### src/rtl/load_store_unit.sv
// load_store_unit: CPU-side load/store initiator for a word-wide data memory
// that has a registered address port and no byte enables. Sub-word loads are
// lane-selected and extended. Sub-word stores use read-modify-write.
// Optional feature macro: MISALIGN_TRAP_EN. When it is defined, misaligned
// half/word requests are reported through resp_err_o. When it is not defined,
// the low address bits are forced to alignment.
module load_store_unit #(
  parameter int ADDR_WIDTH = 32,
  parameter int DATA_WIDTH = 32
) (
  input  logic                  clk_i,
  input  logic                  rst_i,
  input  logic                  req_valid_i,
  output logic                  req_ready_o,
  input  logic                  req_we_i,
  input  logic [1:0]            req_size_i,
  input  logic                  req_unsigned_i,
  input  logic [ADDR_WIDTH-1:0] req_addr_i,
  input  logic [DATA_WIDTH-1:0] req_wdata_i,
  output logic                  resp_valid_o,
  output logic [DATA_WIDTH-1:0] resp_rdata_o,
  output logic                  resp_err_o,
  output logic [ADDR_WIDTH-1:0] mem_addr_o,
  output logic [DATA_WIDTH-1:0] mem_wdata_o,
  output logic                  mem_we_o,
  input  logic [DATA_WIDTH-1:0] mem_rdata_i
);

  typedef enum logic [2:0] {S_IDLE, S_ACCESS, S_CAPTURE, S_MERGE, S_RESP} state_t;

  localparam logic [1:0] SZ_B = 2'd0;
  localparam logic [1:0] SZ_H = 2'd1;
  localparam logic [1:0] SZ_W = 2'd2;

  state_t                  state_q, state_d;
  logic                    we_q, we_d;
  logic [1:0]              size_q, size_d;
  logic                    uns_q, uns_d;
  logic [1:0]              off_q, off_d;
  logic [15:0]             wdata_q, wdata_d;
  logic [ADDR_WIDTH-1:0]   mem_addr_q, mem_addr_d;
  logic [DATA_WIDTH-1:0]   mem_wdata_q, mem_wdata_d;
  logic                    mem_we_q, mem_we_d;
  logic                    resp_valid_q, resp_valid_d;
  logic [DATA_WIDTH-1:0]   resp_rdata_q, resp_rdata_d;
  logic                    resp_err_q, resp_err_d;

  logic [1:0]              sz_in;
  logic [1:0]              off_in;
  logic                    misal;
  logic [7:0]              lane_b;
  logic [15:0]             lane_h;
  logic [DATA_WIDTH-1:0]   load_ext;
  logic [DATA_WIDTH-1:0]   merged;

  // Size 3 behaves as a word. Offsets are forced to the natural alignment.
  assign sz_in = (req_size_i == 2'd3) ? SZ_W : req_size_i;

  // Pick the byte offset that the access actually uses.
  always_comb begin
    off_in = 2'b00;
    case (sz_in)
      SZ_B:    off_in = req_addr_i[1:0];
      SZ_H:    off_in = {req_addr_i[1], 1'b0};
      default: off_in = 2'b00;
    endcase
  end

`ifdef MISALIGN_TRAP_EN
  assign misal = ((sz_in == SZ_H) && req_addr_i[0]) ||
                 ((sz_in == SZ_W) && (req_addr_i[1:0] != 2'b00));
`else
  assign misal = 1'b0;
`endif

  assign lane_b = mem_rdata_i[{off_q, 3'b000} +: 8];
  assign lane_h = mem_rdata_i[{off_q[1], 4'b0000} +: 16];

  // Extend the selected load lane to a full word.
  always_comb begin
    load_ext = mem_rdata_i;
    case (size_q)
      SZ_B:    load_ext = {{24{~uns_q & lane_b[7]}}, lane_b};
      SZ_H:    load_ext = {{16{~uns_q & lane_h[15]}}, lane_h};
      default: load_ext = mem_rdata_i;
    endcase
  end

  // Overlay the store lane(s) onto the word that was just read.
  always_comb begin
    merged = mem_rdata_i;
    if (size_q == SZ_B)      merged[{off_q, 3'b000} +: 8]     = wdata_q[7:0];
    else if (size_q == SZ_H) merged[{off_q[1], 4'b0000} +: 16] = wdata_q;
  end

  // Next-state and registered-output logic.
  always_comb begin
    state_d      = state_q;
    we_d         = we_q;
    size_d       = size_q;
    uns_d        = uns_q;
    off_d        = off_q;
    wdata_d      = wdata_q;
    mem_addr_d   = mem_addr_q;
    mem_wdata_d  = mem_wdata_q;
    mem_we_d     = 1'b0;
    resp_valid_d = 1'b0;
    resp_rdata_d = resp_rdata_q;
    resp_err_d   = resp_err_q;
    case (state_q)
      S_IDLE: if (req_valid_i) begin
        we_d         = req_we_i;
        size_d       = sz_in;
        uns_d        = req_unsigned_i;
        off_d        = off_in;
        wdata_d      = req_wdata_i[15:0];
        resp_rdata_d = '0;
        resp_err_d   = 1'b0;
        if (misal) begin
          resp_err_d   = 1'b1;
          resp_valid_d = 1'b1;
          state_d      = S_RESP;
        end else begin
          mem_addr_d = {req_addr_i[ADDR_WIDTH-1:2], 2'b00};
          if (req_we_i && (sz_in == SZ_W)) begin
            mem_we_d    = 1'b1;
            mem_wdata_d = req_wdata_i;
          end
          state_d = S_ACCESS;
        end
      end
      S_ACCESS: begin
        if (!we_q) begin
          state_d = S_CAPTURE;
        end else if (size_q == SZ_W) begin
          resp_valid_d = 1'b1;
          state_d      = S_RESP;
        end else begin
          // The write pulse lines up with the cycle in which read data is valid.
          mem_we_d = 1'b1;
          state_d  = S_MERGE;
        end
      end
      S_CAPTURE: begin
        resp_rdata_d = load_ext;
        resp_valid_d = 1'b1;
        state_d      = S_RESP;
      end
      S_MERGE: begin
        mem_wdata_d  = merged;
        resp_valid_d = 1'b1;
        state_d      = S_RESP;
      end
      S_RESP:  state_d = S_IDLE;
      default: state_d = S_IDLE;
    endcase
  end

  // State and output registers. Reset drops any request that is in flight.
  always_ff @(posedge clk_i or posedge rst_i) begin
    if (rst_i) begin
      state_q      <= S_IDLE;
      we_q         <= 1'b0;
      size_q       <= SZ_B;
      uns_q        <= 1'b0;
      off_q        <= 2'b00;
      wdata_q      <= '0;
      mem_addr_q   <= '0;
      mem_wdata_q  <= '0;
      mem_we_q     <= 1'b0;
      resp_valid_q <= 1'b0;
      resp_rdata_q <= '0;
      resp_err_q   <= 1'b0;
    end else begin
      state_q      <= state_d;
      we_q         <= we_d;
      size_q       <= size_d;
      uns_q        <= uns_d;
      off_q        <= off_d;
      wdata_q      <= wdata_d;
      mem_addr_q   <= mem_addr_d;
      mem_wdata_q  <= mem_wdata_d;
      mem_we_q     <= mem_we_d;
      resp_valid_q <= resp_valid_d;
      resp_rdata_q <= resp_rdata_d;
      resp_err_q   <= resp_err_d;
    end
  end

  assign req_ready_o  = (state_q == S_IDLE) && !rst_i;
  assign resp_valid_o = resp_valid_q;
  assign resp_rdata_o = resp_rdata_q;
  assign resp_err_o   = resp_err_q;
  assign mem_addr_o   = mem_addr_q;
  assign mem_we_o     = mem_we_q;
  // Merge data comes from mem_rdata in the same cycle that memory samples the
  // write, so it bypasses the register only while in MERGE.
  assign mem_wdata_o  = (state_q == S_MERGE) ? merged : mem_wdata_q;

endmodule

### config.mk
export PLATFORM = sky130hd
export DESIGN_NAME = load_store_unit
export DESIGN_NICKNAME = d
export VERILOG_FILES = /design/src/rtl/load_store_unit.sv
export SDC_FILE = /design/constraint.sdc
export NUM_CORES = 1
export LEC_CHECK = 0
export ABC_CLOCK_PERIOD_IN_PS = 8970
export CORE_UTILIZATION = 25
export DETAILED_ROUTE_END_ITERATION = 16
export GPL_ROUTABILITY_DRIVEN = 0
export PLACE_DENSITY_LB_ADDON = 0.08
export SLEW_MARGIN = 20
export SYNTH_ARGS = -nofsm -noshare
export SYNTH_HDL_FRONTEND = slang
export SYNTH_SLANG_ARGS = --single-unit
### constraint.sdc
create_clock -name clk_i -period 8.97 [get_ports clk_i]
set_input_delay 0.897 -clock clk_i [delete_from_list [all_inputs] [get_ports clk_i]]
set_output_delay 0.897 -clock clk_i [all_outputs]
set_load 0.01 [all_outputs]
==> metrics <==
Worst path max stage delay=1.02 ns; dpl hpwl=18400 um; # rows=60; total chip power=3.45 mW; crit share post-route=62.4%; top post-synthesis cells by area=dfrtp_1, nand2_1, o21ai_0; Post-synth top cells=nand2_1, dfrtp_1, o21ai_0; Reg clk slew, reported paths=0.06 ns; Final min period=5.60 ns; CP Data Required Time=8.07 ns; 1st-pass router iterations=5; Inserted Diodes=0; antenna violations before repair=0; critical path cell sequence=clkinv_1 > ha_1 > nor3b_2 > a31oi_4 > a221oi_1 > a21o_1 > clkdlybuf4s50_1; Max Cap Violations=0; register bit total from synthesis=121; area leader, netlist=dfrtp_1; CP max FO=30; final setup fails=0; clock tree buffer depth=2; starting density of the core=25.5%; Worst-Margin Slew=1.03 ns; die area=28200 um^2; critical path's slowest cell=dfrtp_1; nets=1037; Vias=6500; Async SR Flop Fraction=100%; Worst-Skew Late Latency=0.42 ns; Iteration-0 DRC Markers=529; share of cells above drive strength 1=7.86%; CORE AREA=27000 um^2; top_reg_cell synth=dfrtp_1; hold_buf cts=0; worst vdd rail ir drop=103 uV; post-route antenna net violation count=0; Yosys cell types=56; Resized cells post-CTS=0; Setup CP Type=flop to primary output; R2R cell count=6; first-pass GRT wire length=41600 um; clock sinks=121; RSZ-0062 raised after global routing=no; critical path launch point type=flop; CTS Buf Count=17; crit path DAT=4.70 ns; number of port buffers=199; clock root buffer=clkbuf_16; CTS tree=done; # fillers=2776; Die H=168 um; pwr dens=352 nW/um^2; gr ovfl total=0; synthesized cell area=6880 um^2; outcome=finished, final reports clean; Hold Violations, Final=0; cells after synthesis=767; f_max=179 MHz; Total Neg Setup Slack=0 ns; synthesis-to-finish area growth=42.4%; Hold Path Depth=2; setup bufs post-CTS=0; Worst Skew=0.00758 ns; Post-synth EDFFs=0; I/O pin total=203; Yosys top cell area share=44.0%; DRC errors left=0; Synth Area per Inst=8.97 um^2; largest net degree at the start of global routing=73; die width=168 um; H-tree depth=4; Post-Route WL=27000 um; vias in the first global route=6548; Yosys warnings=0; Vias per Instance=5.07; Global Route Usage Sum=19.5%; sequential-to-total area share from yosys stat=44.0%; Slew Viols, Final=0; Critical Path End Type=primary output; Lkg Pwr=4.32 nW; Hold WC Path Type=flop to flop; count leader, synth=nand2_1; WL per Instance=21.0 um; headroom to the max-slew limit=31.6%
[metrics by stage]
stage | setup WS (ns) | area, um^2 | cells | hold WS, ns | util [%]
after global routing | 3.00 | 9790 | 1283 | 0.494 | 36.3
final | 3.37 | 9790 | 1283 | 0.477 | 36.3
after floorplan | 4.86 | 6880 | 769 | 0.459 | -
after detailed placement | 3.89 | 9090 | 1250 | 0.465 | 33.7
after global placement | 3.93 | 9090 | 1250 | 0.457 | 33.7
after CTS | 3.43 | 9760 | 1282 | 0.481 | 36.2
[placed cells by master (no fill, tap or decap), drive strengths merged, types with 5 or more instances in the layout]
cell / count
clkdlybuf4s50: 199
nand2: 193
dfrtp: 121
o21ai: 59
a21oi: 26
a21o: 25
nand2b: 19
nor2: 19
clkbuf: 18
o31ai: 17
a2bb2oi: 16
a221o: 16
o22ai: 15
buf: 13
inv: 13
nand3: 11
mux2i: 11
nor2b: 10
and3: 9
a22oi: 8
nand4b: 8
o221ai: 8
o2111ai: 8
a221oi: 8
nand4: 8
a311o: 8
o21bai: 8
a211o: 8
mux4: 7
a22o: 6
bufinv: 6
ha: 5
clkinv: 5
[registers in the layout, summed over array words and instances, names as in the netlist]
register	count
state_q	3
off_q	2
mem_we_o	1
wdata_q	16
mem_wdata_q	32
we_q	1
uns_q	1
mem_addr_o	30
size_q	2
resp_rdata_o	32
resp_valid_o	1
[report_power, final]
group / total (mW) / switching [mW] / internal (mW)
Clock: 0.805 / 0.281 / 0.524
Combinational: 1.64 / 0.838 / 0.803
Sequential: 1.00 / 0.204 / 0.799
Total: 3.45 / 1.32 / 2.13
[logic make-up (layout without fill, tap and decap cells)]
kind of cell / Yosys count / after routing / synth area share (%)
compound gates: 244 / 244 / 25.8
other cells: 1 / 3 / 0.0545
buf+inv: 83 / 256 / 5.24
flops: 121 / 121 / 44.0
fa+ha+maj: 5 / 5 / 0.910
mux: 19 / 19 / 4.06
simple gates: 294 / 294 / 19.9
[metal layers]
metal	track usage, %	vias to the layer above	wire, um
met3	6.14	26	2070
met5	0	-	0
met1	27.3	3143	12800
li1	-	3101	-
met2	28.5	230	11500
met4	5.90	0	549
[worst paths after layout]
kind                                   endpoint  slack, ns            from
worst max register to register  mem_wdata_q[16]       5.15        off_q[1]
min in group asynchronous        mem_addr_o[30]       0.83           rst_i
max in group asynchronous       mem_wdata_q[30]       7.14           rst_i
worst min register to register   mem_addr_o[18]       0.48  mem_addr_o[18]
worst max-delay path            mem_wdata_o[16]       3.37        off_q[1]
worst min-delay path             mem_addr_o[18]       0.48  mem_addr_o[18]
[layout make-up]
class	instances	area, um^2	area share, %
inverter	12	47.5	0.486
clock buffer	18	429	4.38
sequential	121	3030	30.9
clock inverter	14	244	2.49
tap	341	427	4.36
multi-input combinational	565	3510	35.8
timing repair buffer	212	2110	21.5
[critical path, delay by kind of cell (launching register included)]
family                   cells  cell delay, ns
buffers and inverters        2            1.14
flip-flops                   1            1.02
AO/OA/AOI/OAI                3            0.83
AND/OR/NAND/NOR              1            0.67
adder cells (fa/ha/maj)      1            0.61
No activity file was read; power rests on OpenSTA's default activity.
